`src/rtl/a_chan_req_fifo_pkg.sv`:
```
// Shared bus package: channel widths used by the A/D channel blocks.
package a_chan_req_fifo_pkg;
    localparam int A_CHANNEL_W = 53;
    localparam int D_CHANNEL_W = 43;
endpackage

```
`src/rtl/a_chan_req_fifo.sv`:
```
// A-channel request buffer: circular FIFO between bus master and slave with
// valid/ready handshakes on both sides, occupancy output and sticky overflow.
module a_chan_req_fifo
    import a_chan_req_fifo_pkg::*;
#(
    parameter  int A_WIDTH = A_CHANNEL_W,
    parameter  int DEPTH   = 4,
    localparam int CNT_W   = $clog2(DEPTH) + 1
) (
    input  logic               clk,
    input  logic               reset,
    input  logic               in_a_valid,
    output logic               in_a_ready,
    input  logic [A_WIDTH-1:0] in_a_channel,
    output logic               out_a_valid,
    input  logic               out_a_ready,
    output logic [A_WIDTH-1:0] out_a_channel,
    output logic [CNT_W-1:0]   level,
    output logic               overflow
);
    localparam int PTR_W = $clog2(DEPTH);

    logic [A_WIDTH-1:0] mem_q [DEPTH];
    logic [PTR_W-1:0]   wp_q, wp_d;
    logic [PTR_W-1:0]   rp_q, rp_d;
    logic [CNT_W-1:0]   count_q, count_d;
    logic               ovf_q, ovf_d;
    logic               push, pop;

    // Ready looks only at registered occupancy, so a pop on a full cycle frees
    // the slot for the following cycle rather than this one.
    assign in_a_ready    = ~reset & (count_q != CNT_W'(DEPTH));
    assign out_a_valid   = (count_q != '0);
    assign out_a_channel = mem_q[rp_q];
    assign level         = count_q;
    assign overflow      = ovf_q;

    assign push = in_a_valid & in_a_ready;
    assign pop  = out_a_valid & out_a_ready;

    always_comb begin
        wp_d    = wp_q;
        rp_d    = rp_q;
        count_d = count_q;
        ovf_d   = ovf_q | (in_a_valid & ~in_a_ready & ~reset);
        if (push) wp_d = wp_q + PTR_W'(1);
        if (pop)  rp_d = rp_q + PTR_W'(1);
        case ({push, pop})
            2'b10:   count_d = count_q + CNT_W'(1);
            2'b01:   count_d = count_q - CNT_W'(1);
            default: count_d = count_q;
        endcase
    end

    always_ff @(posedge clk) begin
        if (reset) begin
            wp_q    <= '0;
            rp_q    <= '0;
            count_q <= '0;
            ovf_q   <= 1'b0;
            for (int i = 0; i < DEPTH; i++) mem_q[i] <= '0;
        end else begin
            wp_q    <= wp_d;
            rp_q    <= rp_d;
            count_q <= count_d;
            ovf_q   <= ovf_d;
            if (push) mem_q[wp_q] <= in_a_channel;
        end
    end
endmodule

```
`config.mk`:
```
export PLATFORM = sky130hd
export DESIGN_NAME = a_chan_req_fifo
export DESIGN_NICKNAME = d
export VERILOG_FILES = /design/src/rtl/a_chan_req_fifo_pkg.sv /design/src/rtl/a_chan_req_fifo.sv
export SDC_FILE = /design/constraint.sdc
export NUM_CORES = 1
export LEC_CHECK = 0
export CELL_PAD_IN_SITES_DETAIL_PLACEMENT = 0
export CELL_PAD_IN_SITES_GLOBAL_PLACEMENT = 1
export CORE_MARGIN = 2
export CORE_UTILIZATION = 47
export CTS_CLUSTER_DIAMETER = 50
export DETAILED_ROUTE_END_ITERATION = 8
export PLACE_DENSITY = 0.84
export SYNTH_ARGS = -nofsm -noshare
export SYNTH_HDL_FRONTEND = slang
export SYNTH_SLANG_ARGS = --single-unit
```
`constraint.sdc`:
```
create_clock -name clk -period 3.7 [get_ports clk]
set_input_delay 0.74 -clock clk [delete_from_list [all_inputs] [get_ports clk]]
set_output_delay 0.74 -clock clk [all_outputs]
set_load 0.005 [all_outputs]
```
Word level (Yosys, flattened, before mapping)

Memories as Yosys holds them, arrays and structs flattened. A register that Yosys moved wholly into a read port is not among the register bits.
Index checks and enable logic that the tools add are counted.

Add/sub/neg operators: 4
Equal/unequal tests: 3
Multiplexer cells: 11
Bitwise gates (word level): 8
Reductions and logical operators: 3

Operators by type and width:

| operator            | count |
|---|---|
| $mux 53             | 1 |
| $reduce_or 53->1    | 1 |
| $mux 1              | 6 |
| $mux 2              | 3 |
| $pmux 3 s2          | 1 |
| $and 1x1->1         | 5 |
| $add 2x1->2 const B | 2 |
| $add 3x1->3 const B | 1 |
| $ne 3x3->1 const B  | 1 |
| $reduce_bool 3->1   | 1 |
| $sub 3x1->3 const B | 1 |
| $eq 2x1->1 const B  | 1 |
| $eq 2x2->1 const B  | 1 |
| $not 1->1           | 2 |
| $reduce_bool 2->1   | 1 |
| $or 1x1->1          | 1 |

Logic and storage cells: 34
RAM bits: 212
Memories: 1
Register bits after elaboration: 8

Memory list:

| memory | depth | bits a word | rd ports | clocked after Yosys merged registers in | write ports | line                  | RTL |
|---|---|---|---|---|---|---|---|
| mem_q  | 4     | 53          | 1        | 1                                       | 4           | a_chan_req_fifo.sv:23 | `logic [A_WIDTH-1:0] mem_q [DEPTH];` |

Logic depth before layout (Yosys ltp)

Depth in word-level cells: 8
Depth in mapped cells: 10
Depth with buffers taken out: 9

Least setup slack after synthesis

Ideal clock, no wire load.

Path type: input to register
Start: input port reset
End: memory mem_q[2][0] (netlist bit), enable pin
Setup slack: 0.891 ns
Path buffers: 1
Cell stages on the path: 4
Arrival time: 2.395 ns
Data required time: 3.286 ns
Cell sequence: nor2_1 > and4b_1 > buf_6 > or2_1

RTL lines:

| element         | line                  | RTL |
|---|---|---|
| start, declared | a_chan_req_fifo.sv:11 | `input logic reset,` |
| end, declared   | a_chan_req_fifo.sv:23 |  |

==> results.cfg <==
[pwr]
ir_worst_vdd_mv = 0.394
power.leakage_nw = 4.25
pwr-share-comb = 0.225
p_int_w = 0.00542
power_density_nw_per_um2 = 595
power.switching_w = 0.00166
swShare = 0.234
seq_power_share = 0.445
clkPwrFrac = 0.330

[drt]
detail_route.first_pass.iterations = 4
drt_iter0_markers = 271
wl_um = 19400
viasPerCell = 5.27
drc = 0
ant_nets = 0
wl_met1_um = 8120
route.detailed.wl_per_inst_um = 19.9
vias = 5127
wl_met2_um = 9940
met3WireLength_um = 994
top_layer = met4

[sta]
worst_slew_pin_slew_ns = 0.706
fin_crit_ns = 3.27
clock-skew-final_ns = 0.00589
period_share = 0.883
rsz0062_at_grt = false
setup_viol = 0
setup-tns-final_ns = 0
drv_slew = 0
hold_viol_final = 0
max_freq_ghz = 0.306
relSlewSlack = 0.530
fin_hold_ws_ns = 0.493

[critical_path]
cpPeakStageDelay_ns = 0.74
crit_family = buffers and inverters
crit_chain = buf_4, mux4_2, clkdlybuf4s50_1
r2r_end = level[2]
worstPathArrival_ns = 2.53
rr_worst_depth = 9
r2r-start = level[2]
end_kind = primary output
cp_slowest_cell = dfxtp_2
endpoint = out_a_channel[2]
reg2reg_slack_ns = 1.29
path_buf_inv = 2
crit_path_start_kind = register
crit_type = register to primary output
critPathMaxFanout = 22
worstSetupPathDepth = 3
worst-endpoint-required_ns = 2.96

[hold_path]
whs_path_depth = 2
hp-start = overflow
hp-class = register to register

[synthesis]
netlist_area_um2 = 9590
yosysWarnings = 0
synth_cell_types = 31
ys_seq_area_frac = 0.685
syn_nets = 625
synthCells = 566
ys_ff_latch = 222
syn_avg_cell_area_um2 = 16.9

[cts]
numCtsBuffers = 23
cts_tree = built
post-cts-setup-buffers = 0
insertion_delay_ns = 0.50
clockRootBuffer = clkbuf_16
numClockSinks = 222
cts_resized = 0
hold_buffers = 0
clk_path_buf_depth = 3
clk_pin_slew_ns = 0.06
cts_max_level = 1

[place]
dpl.hpwl_um = 11100
numPortBuffers = 115
gp_congestion = 0.709
place_inst = 931

[run]
maxCapViolations = 0

[grt]
antenna_found_initial = 0
first_global_vias = 5682
grt_overflow_total = 0
grt_pass1_wl_um = 30800
grtUsageTotal = 0.184
grt_max_degree = 55

[finish]
final_cell_mix = 212 x and2_1, 212 x edfxtp_1, 115 x clkdlybuf4s50_1
regArea_um2 = 6570
n_fill_cell = 1477
stdcell_count = 973
drive_gt1_frac = 0.166
multi_input_area_um2 = 2840
nets = 745
antenna_cells = 0
area_delta_synth_final_pct = 24.2

[floorplan]
dieWidth_um = 147
core-area_um2 = 20100
dieArea_um2 = 21600
io_pins = 116
core.rowCount = 52
die_y_um = 147
start_util = 0.477

[run_status]
status = finished clean
==> kinds of logic (layout without fill, tap and decap cells) <==
group	after synthesis	in the layout	share of synthesized area
XOR/XNOR	4	4	0.00365
buffers and inverters	40	177	0.0227
flip-flops	222	222	0.685
multiplexers	54	54	0.126
AND/OR/NAND/NOR	236	236	0.154
AO/OA/AOI/OAI	8	8	0.00548
adder cells (fa/ha/maj)	2	2	0.00339
==> tightest hold or removal path: stages, from the launching register on <==
cell	delay (ns)
dfxtp_1	0.33
a21oi_1	0.05
nor2_1	0.08
==> synthesized netlist by cell type (all sizes together) <==
cell    number  area (um^2)
mux4        53         1190
inv          4         15.0
mux2         1         11.3
buf         13          103
edfxtp     212         6370
nand2b       1         6.26
o21bai       1         7.51
nor4bb       2         20.0
o21ai        1         5.00
ha           1         12.5
or3          2         12.5
o31a         1         8.76
xor2         3         26.3
and2       212         1330
a21oi        3         15.0
nor3b        2         31.3
o311ai       1         8.76
nand2        1         3.75
nor2        10         37.5
a21o         1         7.51
fa           1         20.0
and4b        1         10.0
nor2b        2         12.5
or2          3         18.8
dfxtp       10          200
clkbuf      23          100
xnor2        1         8.76
==> final cells by class <==
type | count | share of cell area
Clock inverter | 7 | 0.00567
Timing Repair Buffer | 131 | 0.113
Tap cell | 270 | 0.0284
Clock buffer | 35 | 0.0610
Inverter | 4 | 0.00126
Multi-Input combinational cell | 304 | 0.239
Sequential cell | 222 | 0.552
==> power groups by stage <==
stage          Sequential, W  Clock, W  Combinational, W
2_1_floorplan        0.00312         0          0.000886
3_3_place_gp         0.00319         0           0.00161
3_5_place_dp         0.00321         0           0.00162
4_1_cts              0.00316   0.00238           0.00163
5_1_grt              0.00318   0.00249           0.00172
6_report             0.00315   0.00233           0.00159
==> layer usage <==
metal  track usage  vias up
li1              -     2328
met1         0.238     2652
met2         0.328      121
met3        0.0326       26
met4        0.0398        0
met5             0        -
==> registers in the layout, summed over array words and instances (netlist names), named ones only <==
signal / count
level: 3
overflow: 1
wp_q: 2
rp_q: 2
mem_q: 212
==> stage by stage <==
stage | setup slack [ns] | power, W | cell area, um^2 | utilization
2_1_floorplan | 0.891 | 0.00400 | 9590 | -
3_3_place_gp | 0.878 | 0.00480 | 11100 | 0.553
3_5_place_dp | 0.817 | 0.00484 | 11100 | 0.553
4_1_cts | 0.376 | 0.00717 | 11900 | 0.592
5_1_grt | 0.306 | 0.00739 | 11900 | 0.592
6_report | 0.432 | 0.00708 | 11900 | 0.592
==> how the worst min path moves through the flow <==
| stage | slack (ns) | end |
|---|---|---|
| floorplan | 0.46 | overflow |
| detailed placement | 0.48 | overflow |
| CTS | 0.50 | overflow |
| finish | 0.49 | overflow |
| global route | 0.55 | overflow |
| global placement | 0.47 | overflow |
(Power assumes the default switching activity.)
